[config.mk]
export PLATFORM = sky130hd
export DESIGN_NAME = pc_sequencer
export DESIGN_NICKNAME = d
export VERILOG_FILES = /design/src/rtl/pc_sequencer.sv
export SDC_FILE = /design/constraint.sdc
export NUM_CORES = 1
export LEC_CHECK = 0
export CAP_MARGIN = 15
export CORE_MARGIN = 5
export CORE_UTILIZATION = 30
export CTS_CLUSTER_SIZE = 14
export DETAILED_ROUTE_END_ITERATION = 16
export HOLD_SLACK_MARGIN = 0.03
export RECOVER_POWER = 100
export SYNTH_ARGS = -nofsm -noshare
export SYNTH_HDL_FRONTEND = slang
export SYNTH_SLANG_ARGS = --single-unit
export TNS_END_PERCENT = 20
[constraint.sdc]
create_clock -name clk -period 2.3 [get_ports clk]
set_input_delay 0.575 -clock clk [delete_from_list [all_inputs] [get_ports clk]]
set_output_delay 0.575 -clock clk [all_outputs]
set_load 0.01 [all_outputs]
[src/rtl/pc_sequencer.sv]
// Program-counter sequencer for the LEGv8 fetch stage.
// Holds the fetch address, advances it on accepted fetches, applies branch redirects,
// exception entry/return, and inserts BUBBLE idle fetch cycles after any control-flow change.
module pc_sequencer #(
  parameter int unsigned      WIDTH        = 32,
  parameter int unsigned      INSTR_BYTES  = 4,
  parameter logic [WIDTH-1:0] RESET_VECTOR = '0,
  parameter logic [31:0]      EXC_VECTOR   = 32'h0000_0100,
  parameter int unsigned      BUBBLE       = 1
) (
  input  logic             clk,
  input  logic             reset,
  output logic             fetch_valid,
  input  logic             fetch_ready,
  output logic [WIDTH-1:0] pc,
  output logic [WIDTH-1:0] pc_next_seq,
  input  logic             redirect_valid,
  input  logic [WIDTH-1:0] redirect_target,
  input  logic             exc_valid,
  input  logic [WIDTH-1:0] exc_pc,
  input  logic             eret_valid,
  output logic [WIDTH-1:0] elr,
  output logic             misalign
);

  localparam logic [WIDTH-1:0] ExcVec    = WIDTH'(EXC_VECTOR);
  localparam logic [WIDTH-1:0] InstrInc  = WIDTH'(INSTR_BYTES);
  // Ones in the instruction-offset bits; the complement clears them.
  localparam logic [WIDTH-1:0] OffMask   = WIDTH'(INSTR_BYTES - 1);
  localparam logic [2:0]       BubLoad   = (BUBBLE > 0) ? 3'(BUBBLE - 1) : 3'd0;
  localparam bit               HasBubble = (BUBBLE > 0);

  typedef enum logic [1:0] {
    StStart,
    StRun,
    StBub
  } state_e;

  state_e           state_q, state_d;
  logic [2:0]       cnt_q, cnt_d;
  logic [WIDTH-1:0] pc_q, pc_d;
  logic [WIDTH-1:0] elr_q, elr_d;
  logic             misalign_q, misalign_d;

  logic             redir_evt;
  logic             tgt_misaligned;
  logic             accept;

  assign fetch_valid    = (state_q == StRun);
  assign pc             = pc_q;
  assign pc_next_seq    = pc_q + InstrInc;
  assign elr            = elr_q;
  assign misalign       = misalign_q;

  assign redir_evt      = exc_valid | eret_valid | redirect_valid;
  assign tgt_misaligned = (redirect_target & OffMask) != '0;
  assign accept         = fetch_valid & fetch_ready;

  // Next pc/elr/misalign by fixed priority: reset, exception, eret, redirect, sequential fetch.
  always_comb begin
    pc_d       = pc_q;
    elr_d      = elr_q;
    misalign_d = 1'b0;
    if (reset) begin
      pc_d  = RESET_VECTOR;
      elr_d = '0;
    end else if (exc_valid) begin
      pc_d  = ExcVec;
      elr_d = exc_pc;
    end else if (eret_valid) begin
      // Force alignment so a corrupted elr cannot trap again on return.
      pc_d = elr_q & ~OffMask;
    end else if (redirect_valid && tgt_misaligned) begin
      pc_d       = ExcVec;
      elr_d      = redirect_target;
      misalign_d = 1'b1;
    end else if (redirect_valid) begin
      pc_d = redirect_target;
    end else if (accept) begin
      pc_d = pc_next_seq;
    end
  end

  // Fetch-valid state machine: any redirect-class event (re)starts the bubble count.
  always_comb begin
    state_d = state_q;
    cnt_d   = cnt_q;
    if (reset) begin
      state_d = StStart;
      cnt_d   = 3'd0;
    end else if (redir_evt) begin
      if (HasBubble) begin
        state_d = StBub;
        cnt_d   = BubLoad;
      end else begin
        state_d = StRun;
        cnt_d   = 3'd0;
      end
    end else begin
      unique case (state_q)
        StStart: state_d = StRun;
        StRun:   state_d = StRun;
        StBub: begin
          if (cnt_q == 3'd0) begin
            state_d = StRun;
          end else begin
            cnt_d = cnt_q - 3'd1;
          end
        end
        default: state_d = StStart;
      endcase
    end
  end

  // State registers; reset is applied through the next-state logic.
  always_ff @(posedge clk) begin
    state_q    <= state_d;
    cnt_q      <= cnt_d;
    pc_q       <= pc_d;
    elr_q      <= elr_d;
    misalign_q <= misalign_d;
  end

endmodule

Word level (Yosys, flattened, before mapping)
Index checks and enable logic that the tools add are counted.
{"block": "word_totals", "word_cells": 46, "input_bits": 70, "regBits": 70}
{"block": "classes", "reduce_logical": 15, "n_eq_ne": 5, "n_bitwise": 4, "n_mux": 12, "addsub": 2}
{"op": "32-bit 2-to-1 mux", "n": 7}
{"op": "32-bit by 3-bit adder with 32-bit output, second input constant", "n": 1}
{"op": "32-bit nonzero test", "n": 1}
{"op": "9-bit 2-to-1 mux", "n": 1}
{"op": "2-bit OR reduction", "n": 3}
{"op": "5-bit nonzero test", "n": 1}
{"op": "2-bit 2-to-1 mux", "n": 2}
{"op": "2-bit != test, second input constant", "n": 2}
{"op": "2-bit one-hot mux with 2 select lines", "n": 1}
{"op": "2-bit AND reduction", "n": 2}
{"op": "2-bit nonzero test", "n": 2}
{"op": "4-bit nonzero test", "n": 1}
{"op": "4-bit OR reduction", "n": 1}
{"op": "3-bit zero test", "n": 1}
{"op": "3-bit != test, second input constant", "n": 1}
{"op": "3-bit OR reduction", "n": 1}
{"op": "3-bit by 1-bit subtractor with 3-bit output, second input constant", "n": 1}
{"op": "2-bit by 1-bit equality test with 1-bit output, second input constant", "n": 1}
{"op": "2-bit equality test, second input constant", "n": 1}
{"op": "2-bit zero test", "n": 1}
{"op": "1-bit bitwise OR", "n": 2}
{"op": "1-bit bitwise AND", "n": 1}
{"op": "1-bit logical AND", "n": 1}
{"op": "1-bit 2-to-1 mux", "n": 1}
{"op": "1-bit inverter", "n": 1}

Depth between registers and ports, before layout
Gate-level depths: netlist of the first run.
{"block": "depth", "word_depth": 7, "depth_mapped": 7, "depth_no_buf": 7}

Least setup slack after synthesis of the first run
Ideal clock, no wire load.
{"block": "synth_path", "path_kind": "register to output", "start": "register pc_q[7], in the netlist pc[7]", "end": "output pc_next_seq[22]", "required_ns": 1.725, "slack_ns": -0.188, "stages_incl_launch_ff": 5, "n_path_buf": 0, "t_arrival_ns": 1.913, "cell_sequence": "dfxtp_1 nand3_4 or4_4 or3_2 a22o_1"}
{"block": "synth_via", "elab_chain_len": 1}
{"item": "start, declared", "line": "41", "source": "logic [WIDTH-1:0] pc_q, pc_d;"}
{"item": "start signal, assigned", "line": "119", "source": "pc_q <= pc_d;"}
{"item": "32-bit by 3-bit adder with 32-bit output", "line": "51", "source": "assign pc_next_seq = pc_q + InstrInc;"}
{"item": "end, declared", "line": "16", "source": "output logic [WIDTH-1:0] pc_next_seq,"}
No other way between the ends.

Worst setup path after layout of the first run
{"block": "layout_path", "start": "register pc_q[11], in the netlist pc[11]", "end": "output pc_next_seq[22]"}
Same word-level chain as after synthesis.

==> metrics.txt, run 1 <==
# TYPE chip_impl_metric gauge
chip_impl_metric{name="timing.final.hold_violations",unit=""} 0
chip_impl_metric{name="required",unit="ns"} 1.73
chip_impl_info{name="cts-root-buf",value="sky130_fd_sc_hd__clkbuf_16"} 1
chip_impl_metric{name="route.antenna.remaining_nets",unit=""} 0
chip_impl_metric{name="timing.clock.skew",unit="ns"} 0.00724
chip_impl_metric{name="cts.htree.levels",unit=""} 3
chip_impl_metric{name="port_buffers",unit=""} 167
chip_impl_metric{name="slew_headroom",unit=""} 0.572
chip_impl_info{name="synth.most_common_cell",value="sky130_fd_sc_hd__dfxtp_1"} 1
chip_impl_metric{name="area.growth.synth_to_final",unit="%"} 76.0
chip_impl_metric{name="postSynthRegisterBits",unit=""} 70
chip_impl_metric{name="dieHeight",unit="µm"} 125
chip_impl_metric{name="peakVddDrop",unit="mV"} 0.327
chip_impl_metric{name="netlist_instances",unit=""} 459
chip_impl_metric{name="initial_core_util",unit=""} 0.303
chip_impl_metric{name="p_leak",unit="nW"} 3.11
chip_impl_info{name="post_synth_main_area_contributors",value="sky130_fd_sc_hd__dfxtp_1, sky130_fd_sc_hd__mux2i_1, sky130_fd_sc_hd__a211oi_1, sky130_fd_sc_hd__nor2_1, sky130_fd_sc_hd__a22oi_1"} 1
chip_impl_metric{name="share_comb_of_total_power",unit=""} 0.189
chip_impl_metric{name="share_of_cells_above_drive_strength_1",unit=""} 0.275
chip_impl_info{name="grt_setup_unrepaired",value="yes"} 1
chip_impl_metric{name="yosys_warnings",unit=""} 0
chip_impl_metric{name="io_pins",unit=""} 168
chip_impl_metric{name="final_net_count",unit=""} 782
chip_impl_metric{name="clk-insertion-delay-late",unit="ns"} 0.33
chip_impl_info{name="violations",value="setup timing"} 1
chip_impl_info{name="yosys-top-cells-count",value="sky130_fd_sc_hd__dfxtp_1, sky130_fd_sc_hd__nor2_1, sky130_fd_sc_hd__mux2i_1, sky130_fd_sc_hd__nand2_1, sky130_fd_sc_hd__a211oi_1"} 1
chip_impl_metric{name="gp_congestion",unit=""} 0.843
chip_impl_metric{name="worst-path-max-fanout",unit=""} 5
chip_impl_info{name="tritoncts",value="built"} 1
chip_impl_metric{name="grt_pass1_wl",unit="mm"} 25.4
chip_impl_info{name="min_path_type",value="reg -> reg"} 1
chip_impl_metric{name="synth-edff-count",unit=""} 0
chip_impl_metric{name="die_area",unit="mm²"} 0.0156
chip_impl_metric{name="register_clock_pin_slew_on_the_reported_worst_setup_and_hold_paths",unit="ns"} 0.06
chip_impl_metric{name="mapped_cell_area",unit="mm²"} 0.00397
chip_impl_metric{name="min_delay_path_depth",unit=""} 1
chip_impl_metric{name="syn_avg_cell_area",unit="µm²"} 8.64
chip_impl_metric{name="clk_path_buf_depth",unit=""} 2
chip_impl_metric{name="route.detailed.vias_per_inst",unit=""} 5.15
chip_impl_metric{name="power.density_cell_area",unit="mW/mm²"} 508
chip_impl_metric{name="async_reset_ff_frac",unit=""} 0
chip_impl_metric{name="ys_seq_area_frac",unit=""} 0.353
chip_impl_metric{name="power_switching_share",unit=""} 0.254
chip_impl_metric{name="tightestPinTransition",unit="ns"} 0.641
chip_impl_metric{name="chip_width",unit="µm"} 125
chip_impl_metric{name="postLayoutCellArea",unit="mm²"} 0.00698
chip_impl_metric{name="multi_input_area",unit="mm²"} 0.00256
chip_impl_metric{name="drc_errors",unit=""} 0
chip_impl_metric{name="firstDrtPassIters",unit=""} 5
chip_impl_metric{name="worst-r2r-setup-slack",unit="ns"} 0.32
chip_impl_metric{name="cts_made_buffers",unit=""} 9
chip_impl_metric{name="dpl.hpwl",unit="mm"} 12.2
chip_impl_metric{name="pre_cts_slack",unit="ns"} -0.514
chip_impl_metric{name="via_count_of_the_first_global_routing_pass",unit=""} 4738
chip_impl_metric{name="globalRoute.totalOverflow",unit=""} 0
chip_impl_info{name="ys_dominant_reg_cell",value="sky130_fd_sc_hd__dfxtp_1"} 1
chip_impl_metric{name="timing.critical_path.arrival",unit="ns"} 2.11
chip_impl_info{name="yosysTopAreaCell",value="sky130_fd_sc_hd__dfxtp_1"} 1
chip_impl_metric{name="yosys.area.top_type_share",unit=""} 0.353
chip_impl_metric{name="cts.sink_count",unit=""} 70
chip_impl_metric{name="finalCritPeriodShare",unit=""} 1.17
chip_impl_metric{name="final.setup.worst_slack",unit="ns"} -0.386
chip_impl_metric{name="pwr-share-seq",unit=""} 0.372
chip_impl_metric{name="routed_wire_length_per_instance",unit="µm"} 18.0
chip_impl_metric{name="max_freq",unit="MHz"} 372
chip_impl_metric{name="fillCellCount",unit=""} 1216
chip_impl_metric{name="core.rowCount",unit=""} 42
chip_impl_info{name="outcome",value="finished, violations left"} 1
chip_impl_metric{name="grt_util_all_layers",unit=""} 0.199
chip_impl_metric{name="floorplan.core_area",unit="mm²"} 0.0131
chip_impl_metric{name="report.power.total",unit="W"} 0.00355
chip_impl_metric{name="syn-num-nets",unit=""} 532
chip_impl_metric{name="grt_start_max_net_pins",unit=""} 37
chip_impl_metric{name="finalMaxSlewViolations",unit=""} 0
chip_impl_metric{name="grt_antenna_before_repair",unit=""} 0
chip_impl_metric{name="combined_flip_flop_and_latch_cell_area",unit="mm²"} 0.00144
chip_impl_metric{name="finalSetupViolCount",unit=""} 24
chip_impl_metric{name="synth.lib_cells_used.distinct",unit=""} 55
chip_impl_metric{name="antenna_cells_inserted",unit=""} 0
chip_impl_metric{name="max-cap-violations",unit=""} 0
chip_impl_metric{name="drt_iter0_markers",unit=""} 301
chip_impl_metric{name="clock_power_share",unit=""} 0.439
chip_impl_info{name="start_kind",value="register"} 1
chip_impl_info{name="critical_path.endpoint_type",value="output pin"} 1
chip_impl_metric{name="cellInternalPower",unit="W"} 0.00265
chip_impl_metric{name="worst_r2r_path_depth",unit=""} 8
chip_impl_metric{name="finalWorstPathRequiredPeriod",unit="ns"} 2.69
chip_impl_metric{name="routed-via-count",unit=""} 4582
chip_impl_info{name="worstSetupPathType",value="reg -> out"} 1
chip_impl_metric{name="route.final.wire_length",unit="mm"} 16.0
chip_impl_metric{name="postPlaceCellArea",unit="mm²"} 0.00651
chip_impl_metric{name="p_switching",unit="W"} 0.000900
-- cell type report --
| cell class | instances | area share |
|---|---|---|
| Clock buffer | 10 | 0.0359 |
| Clock inverter | 6 | 0.0117 |
| Inverter | 8 | 0.00430 |
| Multi-Input combinational cell | 345 | 0.367 |
| Sequential cell | 70 | 0.206 |
| Tap cell | 176 | 0.0316 |
| Timing Repair Buffer | 275 | 0.344 |
-- cells by family after synthesis --
kind of cell	after synthesis	synth area share
buffers and inverters	44	0.0618
multiplexers	38	0.0965
AND/OR/NAND/NOR	157	0.196
flip-flops	70	0.353
AO/OA/AOI/OAI	120	0.224
XOR/XNOR	27	0.0596
adder cells (fa/ha/maj)	3	0.00946
-- state kept, by name, summed over array words and instances, names as in the netlist, named ones only --
register / cells
cnt_q: 3
elr: 32
misalign: 1
pc: 30
state_q: 2
-- what timing repair did --
item / 4_1_cts / 5_1_grt
hold buffers: 0 / 0
pin swaps: 11 / 14
setup endpoints to repair: 28 / 26
gates cloned: 1 / 0
setup buffers: 5 / 5
gates resized for setup: 115 / 23
-- cells in the final DEF, fill, tap and decap left out, drive strengths merged, types with 12 or more instances in the layout --
master,netlist,final
clkdlybuf4s50,0,68
mux2i,36,36
buf,8,114
a21o,12,12
nand2,36,36
nor2,52,52
dlygate4sd3,0,71
nand3,12,12
a211oi,31,31
xnor2,18,18
clkbuf,28,22
dfxtp,70,70
a22oi,21,21
-- power groups by stage --
stage                     Sequential [W]  Clock, W  Combinational [W]
after CTS                        0.00132   0.00158           0.000712
after floorplan                  0.00138         0           0.000251
after detailed placement         0.00135         0           0.000708
after global routing             0.00133   0.00165           0.000722
after global placement           0.00135         0           0.000701
final                            0.00132   0.00156           0.000670
-- worst max-delay path, stage by stage (launching register included) --
cell and delay [ns]:
sky130_fd_sc_hd__dfxtp_2 0.33, sky130_fd_sc_hd__nand4_1 0.14, sky130_fd_sc_hd__or4_4 0.56, sky130_fd_sc_hd__or3_4 0.40
sky130_fd_sc_hd__a22o_1 0.22, sky130_fd_sc_hd__buf_2 0.14
-- per-stage QoR --
stage,instances,hold slack (ns),utilization,setup TNS [ns]
global placement,863,0.453,0.497,-6.42
floorplan,459,0.436,-,0
CTS,885,0.476,0.534,-6.13
detailed placement,863,0.462,0.497,-6.69
global route,890,0.509,0.533,-8.54
finish,890,0.472,0.533,-4.85
-- per-layer routing --
metal	vias up	share of wire	GRT usage
li1	2200	-	-
met1	2182	0.42	0.249
met2	176	0.49	0.334
met3	24	0.068	0.0567
met4	0	0.019	0.0580
met5	-	0	0
-- final timing paths --
path	start	to
hold reg to reg	state_q[1]	state_q[0]
setup reg to reg	pc[11]	pc[26]
hold / removal	state_q[1]	state_q[0]
setup / recovery	pc[11]	pc_next_seq[22]
Note: power is estimated with default switching activity, not from simulation.
==> inputs of run 2 (changes only) <==
- ABC_AREA: unset -> 1
==> run 2 against run 1 <==
The flow still finishes with violations (setup timing). Sequential power barely moved. Clock power fell by 13%. Global-route usage rose by 1.0 points.
==> metrics.txt, run 2 <==
# TYPE chip_impl_metric gauge
chip_impl_info{name="worstPathCellList",value="ha_4 > nand2_2 > nor2_4 > buf_6 > nand2_8 > nor2_4 > nand3b_1 > nand2_1 > clkdlybuf4s15_2"} 1
chip_impl_metric{name="worst-r2r-setup-slack",unit="ns"} 0.41
chip_impl_info{name="tritoncts",value="built"} 1
chip_impl_metric{name="route.antenna.remaining_nets",unit=""} 0
chip_impl_metric{name="routed_wire_length_per_instance",unit="µm"} 16.7
chip_impl_info{name="start_kind",value="register"} 1
chip_impl_metric{name="postSynthRegisterBits",unit=""} 70
chip_impl_metric{name="yosys.area.top_type_share",unit=""} 0.318
chip_impl_metric{name="cts_made_buffers",unit=""} 9
chip_impl_metric{name="finalMaxSlewViolations",unit=""} 0
chip_impl_metric{name="final.setup.worst_slack",unit="ns"} -0.0353
chip_impl_metric{name="p_switching",unit="W"} 0.000990
chip_impl_metric{name="register_clock_pin_slew_on_the_reported_worst_setup_and_hold_paths",unit="ns"} 0.06
chip_impl_metric{name="combined_flip_flop_and_latch_cell_area",unit="mm²"} 0.00143
chip_impl_metric{name="cts.sink_count",unit=""} 70
chip_impl_metric{name="route.detailed.vias_per_inst",unit=""} 4.86
chip_impl_metric{name="largest_register_ffs",unit=""} 32
chip_impl_metric{name="route.final.wire_length",unit="mm"} 18.6
chip_impl_metric{name="post_cts_hold_buffer_count",unit=""} 0
chip_impl_metric{name="min_delay_path_depth",unit=""} 1
chip_impl_metric{name="final_net_count",unit=""} 1002
chip_impl_metric{name="finalWorstPathRequiredPeriod",unit="ns"} 2.34
chip_impl_metric{name="syn-num-nets",unit=""} 778
chip_impl_metric{name="tightestPinTransition",unit="ns"} 0.591
chip_impl_info{name="worstReg2RegStart",value="state_q[0]"} 1
chip_impl_metric{name="multi_input_area",unit="mm²"} 0.00266
chip_impl_info{name="yosys-top-cells-count",value="sky130_fd_sc_hd__nand2_1, sky130_fd_sc_hd__nor2_1, sky130_fd_sc_hd__inv_1, sky130_fd_sc_hd__dfxtp_1, sky130_fd_sc_hd__o21ai_0"} 1
chip_impl_metric{name="max_freq",unit="MHz"} 428
chip_impl_metric{name="synth-edff-count",unit=""} 0
chip_impl_metric{name="dieHeight",unit="µm"} 131
chip_impl_metric{name="floorplan.core_area",unit="mm²"} 0.0145
chip_impl_info{name="ys_dominant_reg_cell",value="sky130_fd_sc_hd__dfxtp_1"} 1
chip_impl_info{name="violations",value="setup timing"} 1
chip_impl_metric{name="dpl.hpwl",unit="mm"} 14.4
chip_impl_metric{name="worst-path-max-fanout",unit=""} 6
chip_impl_info{name="yosysTopAreaCell",value="sky130_fd_sc_hd__dfxtp_1"} 1
chip_impl_metric{name="power.density_cell_area",unit="mW/mm²"} 480
chip_impl_metric{name="cellInternalPower",unit="W"} 0.00239
chip_impl_metric{name="worst_r2r_path_depth",unit=""} 9
chip_impl_metric{name="antenna_cells_inserted",unit=""} 0
chip_impl_metric{name="globalRoute.totalOverflow",unit=""} 0
chip_impl_info{name="layout_common_cells",value="sky130_fd_sc_hd__nand2_1, sky130_fd_sc_hd__inv_1, sky130_fd_sc_hd__dlygate4sd3_1, sky130_fd_sc_hd__nor2_1"} 1
chip_impl_metric{name="timing.critical_path.slowest_cell_delay",unit="ns"} 0.36
chip_impl_metric{name="initial_core_util",unit=""} 0.304
chip_impl_metric{name="clock_power_share",unit=""} 0.399
chip_impl_metric{name="grt_util_all_layers",unit=""} 0.209
chip_impl_info{name="critical_path.slowest_cell",value="sky130_fd_sc_hd__dfxtp_4"} 1
chip_impl_metric{name="clk_path_buf_depth",unit=""} 2
chip_impl_info{name="timing.critical_path.from",value="pc[2]"} 1
chip_impl_metric{name="mapped_cell_area",unit="mm²"} 0.00440
chip_impl_info{name="mostFrequentLayoutCell",value="sky130_fd_sc_hd__nand2_1"} 1
chip_impl_metric{name="core.rowCount",unit=""} 44
chip_impl_metric{name="yosys_warnings",unit=""} 0
chip_impl_metric{name="finalNonFillerCells",unit=""} 1117
chip_impl_metric{name="chip_width",unit="µm"} 131
chip_impl_metric{name="netlist_instances",unit=""} 705
chip_impl_metric{name="timing.critical_path.arrival",unit="ns"} 1.76
chip_impl_metric{name="cts.htree.levels",unit=""} 3
chip_impl_metric{name="timing.final.hold_violations",unit=""} 0
chip_impl_metric{name="placedCellCount",unit=""} 1094
chip_impl_metric{name="utilization",unit=""} 0.486
chip_impl_info{name="critical_path.reg2reg.endpoint",value="pc[13]"} 1
chip_impl_metric{name="io_pins",unit=""} 168
chip_impl_metric{name="required",unit="ns"} 1.73
chip_impl_info{name="worstSetupPathType",value="reg -> out"} 1
chip_impl_metric{name="timing.clock.skew",unit="ns"} 0.0106
chip_impl_metric{name="finalCritPeriodShare",unit=""} 1.02
chip_impl_metric{name="timing.critical_path.buf_inv",unit=""} 2
chip_impl_metric{name="max-cap-violations",unit=""} 0
chip_impl_metric{name="share_of_cells_above_drive_strength_1",unit=""} 0.212
chip_impl_metric{name="ys_seq_area_frac",unit=""} 0.318
chip_impl_metric{name="grt_start_max_net_pins",unit=""} 23
chip_impl_metric{name="share_comb_of_total_power",unit=""} 0.206
chip_impl_metric{name="drc_errors",unit=""} 0
chip_impl_metric{name="finalSetupViolCount",unit=""} 3
chip_impl_metric{name="pre_cts_slack",unit="ns"} -0.0810
chip_impl_info{name="synth.most_common_cell",value="sky130_fd_sc_hd__nand2_1"} 1
chip_impl_metric{name="clk-insertion-delay-late",unit="ns"} 0.35
chip_impl_metric{name="peakVddDrop",unit="mV"} 0.371
chip_impl_metric{name="fillCellCount",unit=""} 1501
chip_impl_metric{name="power_switching_share",unit=""} 0.293
chip_impl_metric{name="pwr-share-seq",unit=""} 0.395
chip_impl_metric{name="p_leak",unit="nW"} 3.06
chip_impl_metric{name="syn_avg_cell_area",unit="µm²"} 6.25
chip_impl_metric{name="worstSetupPathDepth",unit=""} 9
chip_impl_metric{name="gp_congestion",unit=""} 0.892
chip_impl_info{name="min_path_type",value="reg -> reg"} 1
chip_impl_metric{name="die_area",unit="mm²"} 0.0172
chip_impl_info{name="grt_setup_unrepaired",value="yes"} 1
chip_impl_metric{name="synth.lib_cells_used.distinct",unit=""} 36
chip_impl_metric{name="area.growth.synth_to_final",unit="%"} 59.8
chip_impl_metric{name="grt_pass1_wl",unit="mm"} 28.8
chip_impl_metric{name="async_reset_ff_frac",unit=""} 0
chip_impl_metric{name="drt_iter0_markers",unit=""} 362
chip_impl_info{name="cpLargestDelayFamily",value="simple AND/OR/NAND/NOR gates"} 1
chip_impl_metric{name="firstDrtPassIters",unit=""} 5
chip_impl_info{name="critical_path.endpoint",value="pc_next_seq[20]"} 1
chip_impl_info{name="worst_path_most_repeated_cell",value="sky130_fd_sc_hd__nor2_4"} 1
chip_impl_info{name="outcome",value="finished, violations left"} 1
chip_impl_info{name="critical_path.endpoint_type",value="output pin"} 1
chip_impl_metric{name="via_count_of_the_first_global_routing_pass",unit=""} 5308
chip_impl_metric{name="slew_headroom",unit=""} 0.606
chip_impl_metric{name="routed-via-count",unit=""} 5429
chip_impl_info{name="post_synth_main_area_contributors",value="sky130_fd_sc_hd__dfxtp_1, sky130_fd_sc_hd__nand2_1, sky130_fd_sc_hd__nor2_1, sky130_fd_sc_hd__inv_1, sky130_fd_sc_hd__o21ai_0"} 1
chip_impl_metric{name="grt_antenna_before_repair",unit=""} 0
chip_impl_metric{name="port_buffers",unit=""} 167
chip_impl_info{name="cts-root-buf",value="sky130_fd_sc_hd__clkbuf_16"} 1
-- run 2: cell types whose count changed in the layout (fill, tap and decap cells not counted), moves of 29 or more --
| cell | delta |
|---|---|
| sky130_fd_sc_hd__mux2i_1 | -36 |
| sky130_fd_sc_hd__inv_1 | +64 |
| sky130_fd_sc_hd__o21ai_0 | +32 |
| sky130_fd_sc_hd__nand3_1 | +31 |
| sky130_fd_sc_hd__a31oi_1 | +33 |
| sky130_fd_sc_hd__a211oi_1 | -29 |
| sky130_fd_sc_hd__nand2_1 | +173 |
-- run 2: worst min path at each step --
stage               startpoint         end  slack (ns)
global route        state_q[0]  state_q[0]        0.46
global placement    state_q[0]  state_q[0]        0.44
floorplan           state_q[0]  state_q[0]        0.42
detailed placement  state_q[0]  state_q[0]        0.44
CTS                 state_q[0]  state_q[0]        0.45
finish              state_q[0]  state_q[0]        0.45
-- run 2: cell type report --
class	count	share of cell area
clock buffers	11	0.0359
inverters	75	0.0400
repair buffers	249	0.308
clock inverters	4	0.00320
flip-flops and latches	70	0.203
multi-input cells	524	0.378
well taps	184	0.0327
-- run 2: timing repair --
item / 4_1_cts / 5_1_grt
setup buffers: 4 / 4
endpoints found under the setup margin: 28 / 24
endpoints found under the hold margin: 0 / 0
pin swaps: 14 / 13
gates resized for setup: 99 / 57
-- run 2: metal layers --
layer / track usage / wire length, µm / up-vias
met5: 0 / 0 / -
met4: 0.0722 / 328 / 0
met3: 0.0386 / 1290 / 23
met2: 0.323 / 8270 / 199
met1: 0.293 / 8730 / 2501
li1: - / - / 2706
-- run 2: metrics by stage --
step	hold WS, ns	TNS [ns]	total power (W)	instance area, µm²
4_1_cts	0.446	-0.809	0.00344	7030
2_1_floorplan	0.418	0	0.00165	4400
5_1_grt	0.458	-1.19	0.00351	7040
3_3_place_gp	0.436	-0.468	0.00210	6690
6_report	0.450	-0.101	0.00338	7040
3_5_place_dp	0.438	-0.679	0.00210	6690
-- run 2: logic make-up after synthesis --
kind of cell | share of synthesized area
DFF | 0.318
xor gates and xnor gates | 0.0199
AOI/OAI and AO/OA | 0.166
and+or+nand+nor | 0.378
buffers and inverters | 0.109
adders and majority gates | 0.00852
-- run 2: power by group through the flow --
stage	combinational (W)	clock, W	sequential, W
final	0.000697	0.00135	0.00133
after global routing	0.000762	0.00141	0.00134
after CTS	0.000740	0.00137	0.00133
after detailed placement	0.000747	0	0.00136
after global placement	0.000746	0	0.00136
after floorplan	0.000279	0	0.00137
==> inputs of run 3 (changes only) <==
- DONT_BUFFER_PORTS: unset -> 1
==> run 3 against run 2 <==
The flow now finishes without violations. Critical path depth down 3. Sequential share of layout area up 8.5 points. Core utilization down 15 points. Global-route usage down 1.3 points. Final cell count down 20%.
==> metrics.txt, run 3 (synthesis results as in run 2) <==
# TYPE chip_impl_metric gauge
chip_impl_metric{name="min_delay_path_depth",unit=""} 1
chip_impl_metric{name="firstDrtPassIters",unit=""} 4
chip_impl_metric{name="p_leak",unit="nW"} 1.90
chip_impl_metric{name="finalWorstPathRequiredPeriod",unit="ns"} 2.25
chip_impl_metric{name="dpl.hpwl",unit="mm"} 13.1
chip_impl_metric{name="timing.critical_path.arrival",unit="ns"} 1.67
chip_impl_metric{name="cellInternalPower",unit="W"} 0.00236
chip_impl_metric{name="globalRoute.totalOverflow",unit=""} 0
chip_impl_metric{name="timing.clock.skew",unit="ns"} 0.00903
chip_impl_metric{name="timing.critical_path.buf_inv",unit=""} 0
chip_impl_metric{name="area.growth.synth_to_final",unit="%"} 12.1
chip_impl_metric{name="gp_congestion",unit=""} 0.873
chip_impl_metric{name="pwr-share-seq",unit=""} 0.418
chip_impl_info{name="critical_path.reg2reg.endpoint",value="pc[27]"} 1
chip_impl_metric{name="cts_made_buffers",unit=""} 9
chip_impl_metric{name="share_of_cells_above_drive_strength_1",unit=""} 0.115
chip_impl_metric{name="clock_power_share",unit=""} 0.477
chip_impl_metric{name="final_net_count",unit=""} 775
chip_impl_metric{name="cts.sink_count",unit=""} 70
chip_impl_metric{name="finalSetupViolCount",unit=""} 0
chip_impl_metric{name="worst-path-max-fanout",unit=""} 6
chip_impl_metric{name="slew_headroom",unit=""} 0.0820
chip_impl_metric{name="finalMaxSlewViolations",unit=""} 0
chip_impl_info{name="timing.hold.worst.start",value="reset"} 1
chip_impl_info{name="mostFrequentLayoutCell",value="sky130_fd_sc_hd__nand2_1"} 1
chip_impl_metric{name="tightestPinTransition",unit="ns"} 1.38
chip_impl_metric{name="route.detailed.vias_per_inst",unit=""} 5.10
chip_impl_metric{name="chip_width",unit="µm"} 131
chip_impl_metric{name="route.final.wire_length",unit="mm"} 17.5
chip_impl_metric{name="postLayoutCellArea",unit="mm²"} 0.00494
chip_impl_info{name="critical_path.slowest_cell",value="sky130_fd_sc_hd__dfxtp_2"} 1
chip_impl_metric{name="max-cap-violations",unit=""} 0
chip_impl_info{name="worstSetupPathType",value="reg -> out"} 1
chip_impl_metric{name="fillCellCount",unit=""} 1648
chip_impl_metric{name="finalCritPeriodShare",unit=""} 0.977
chip_impl_metric{name="via_count_of_the_first_global_routing_pass",unit=""} 4404
chip_impl_info{name="worstPathCellList",value="nand2_1 > nor2_4 > nand2_4 > nor2_2 > nand3b_1 > nand2_2"} 1
chip_impl_info{name="layout_common_cells",value="sky130_fd_sc_hd__nand2_1, sky130_fd_sc_hd__nor2_1, sky130_fd_sc_hd__inv_1, sky130_fd_sc_hd__dfxtp_1, sky130_fd_sc_hd__o21ai_0"} 1
chip_impl_info{name="min_path_type",value="in -> reg"} 1
chip_impl_metric{name="routed_wire_length_per_instance",unit="µm"} 19.6
chip_impl_metric{name="required",unit="ns"} 1.73
chip_impl_metric{name="grt_pass1_wl",unit="mm"} 26.4
chip_impl_metric{name="dieHeight",unit="µm"} 131
chip_impl_metric{name="multi_input_area",unit="mm²"} 0.00256
chip_impl_metric{name="max_freq",unit="MHz"} 445
chip_impl_info{name="tritoncts",value="built"} 1
chip_impl_metric{name="power_switching_share",unit=""} 0.279
chip_impl_metric{name="cts.htree.levels",unit=""} 3
chip_impl_metric{name="drt_iter0_markers",unit=""} 303
chip_impl_metric{name="register_clock_pin_slew_on_the_reported_worst_setup_and_hold_paths",unit="ns"} 0.06
chip_impl_metric{name="hold-worst-slack",unit="ns"} 0.283
chip_impl_metric{name="postPlaceCellArea",unit="mm²"} 0.00461
chip_impl_metric{name="die_area",unit="mm²"} 0.0172
chip_impl_metric{name="peakVddDrop",unit="mV"} 0.364
chip_impl_metric{name="worst-r2r-setup-slack",unit="ns"} 0.21
chip_impl_metric{name="route.antenna.remaining_nets",unit=""} 0
chip_impl_metric{name="worst_r2r_path_depth",unit=""} 8
chip_impl_info{name="cpLargestDelayFamily",value="simple AND/OR/NAND/NOR gates"} 1
chip_impl_info{name="timing.hold.worst_endpoint",value="elr[15]"} 1
chip_impl_metric{name="share_comb_of_total_power",unit=""} 0.105
chip_impl_metric{name="grt_start_max_net_pins",unit=""} 40
chip_impl_metric{name="io_pins",unit=""} 168
chip_impl_info{name="cts-root-buf",value="sky130_fd_sc_hd__clkbuf_16"} 1
chip_impl_metric{name="timing.critical_path.slowest_cell_delay",unit="ns"} 0.41
chip_impl_metric{name="grt_antenna_before_repair",unit=""} 1
chip_impl_metric{name="floorplan.core_area",unit="mm²"} 0.0145
chip_impl_info{name="critical_path.endpoint_type",value="output pin"} 1
chip_impl_info{name="start_kind",value="register"} 1
chip_impl_info{name="outcome",value="complete, no violations"} 1
chip_impl_metric{name="antenna_cells_inserted",unit=""} 0
chip_impl_metric{name="p_switching",unit="W"} 0.000911
chip_impl_metric{name="initial_core_util",unit=""} 0.304
chip_impl_metric{name="routed-via-count",unit=""} 4544
chip_impl_info{name="grt_setup_unrepaired",value="yes"} 1
chip_impl_metric{name="power.density_cell_area",unit="mW/mm²"} 662
chip_impl_metric{name="port_buffers",unit=""} 0
chip_impl_metric{name="clk_path_buf_depth",unit=""} 2
chip_impl_metric{name="timing.final.hold_violations",unit=""} 0
chip_impl_metric{name="core.rowCount",unit=""} 44
chip_impl_metric{name="drc_errors",unit=""} 0
chip_impl_info{name="worstReg2RegStart",value="state_q[0]"} 1
chip_impl_metric{name="clk-insertion-delay-late",unit="ns"} 0.35
chip_impl_metric{name="grt_util_all_layers",unit=""} 0.197
chip_impl_metric{name="largest_register_ffs",unit=""} 32
chip_impl_metric{name="combined_flip_flop_and_latch_cell_area",unit="mm²"} 0.00142
[run 3: per-stage QoR]
stage | total power (W) | utilization | TNS (ns) | worst slack [ns] | instances
finish | 0.00327 | 0.341 | 0 | 0.0536 | 891
global route | 0.00339 | 0.341 | -0.0892 | -0.0243 | 891
CTS | 0.00331 | 0.344 | 0 | 0.000122 | 891
detailed placement | 0.00175 | 0.318 | 0 | 0.247 | 874
global placement | 0.00175 | 0.318 | 0 | 0.214 | 874
floorplan | 0.00165 | - | 0 | 0.421 | 705
[run 3: what timing repair did]
item                       in CTS  in global routing
resized for setup              14                 18
pin swaps                       3                  5
hold buffers                    0                  0
setup endpoints to repair      20                 19
buffers inserted                1                  0
[run 3: cell type report]
cell class	instances	share of cell area
clock buffer	10	0.0484
tap	184	0.0466
clock inverter	6	0.0172
timing repair buffer	22	0.0238
inverter	75	0.0570
multi-input combinational	524	0.519
sequential	70	0.288
[run 3: power by group through the flow]
stage | Sequential [W] | Combinational (W) | Clock [W]
CTS | 0.00137 | 0.000357 | 0.00159
global route | 0.00138 | 0.000384 | 0.00163
floorplan | 0.00137 | 0.000279 | 0
detailed placement | 0.00139 | 0.000354 | 0
global placement | 0.00140 | 0.000352 | 0
finish | 0.00137 | 0.000342 | 0.00156
[run 3: metal layers]
layer  GRT usage  vias to the layer above  wire (µm)
li1            -                     2250          -
met1       0.265                     2094       7820
met2       0.287                      171       7540
met3      0.0719                       27       1730
met4      0.0716                        2        381
met5           0                        -         13
[run 3: how the worst max path moves through the flow]
stage	endpoint	slack [ns]	startpoint	cells past startpoint
floorplan	pc_next_seq[26]	0.42	pc[3]	8
global placement	pc_next_seq[12]	0.21	pc[2]	6
detailed placement	pc_next_seq[12]	0.25	pc[2]	6
CTS	pc_next_seq[11]	0.0001	pc[3]	5
global route	pc_next_seq[28]	-0.02	pc[2]	8
finish	pc_next_seq[20]	0.05	pc[6]	6
[run 3: worst reg2reg max path, cell delays in order, from the launching register on]
cell	delay, ns
sky130_fd_sc_hd__dfxtp_1	0.33
sky130_fd_sc_hd__inv_1	0.05
sky130_fd_sc_hd__nor2_1	0.22
sky130_fd_sc_hd__nand2_1	0.15
sky130_fd_sc_hd__nand2_1	0.14
sky130_fd_sc_hd__nand3_2	0.48
sky130_fd_sc_hd__nor2_1	0.43
sky130_fd_sc_hd__nand2_1	0.10
sky130_fd_sc_hd__a21oi_1	0.12
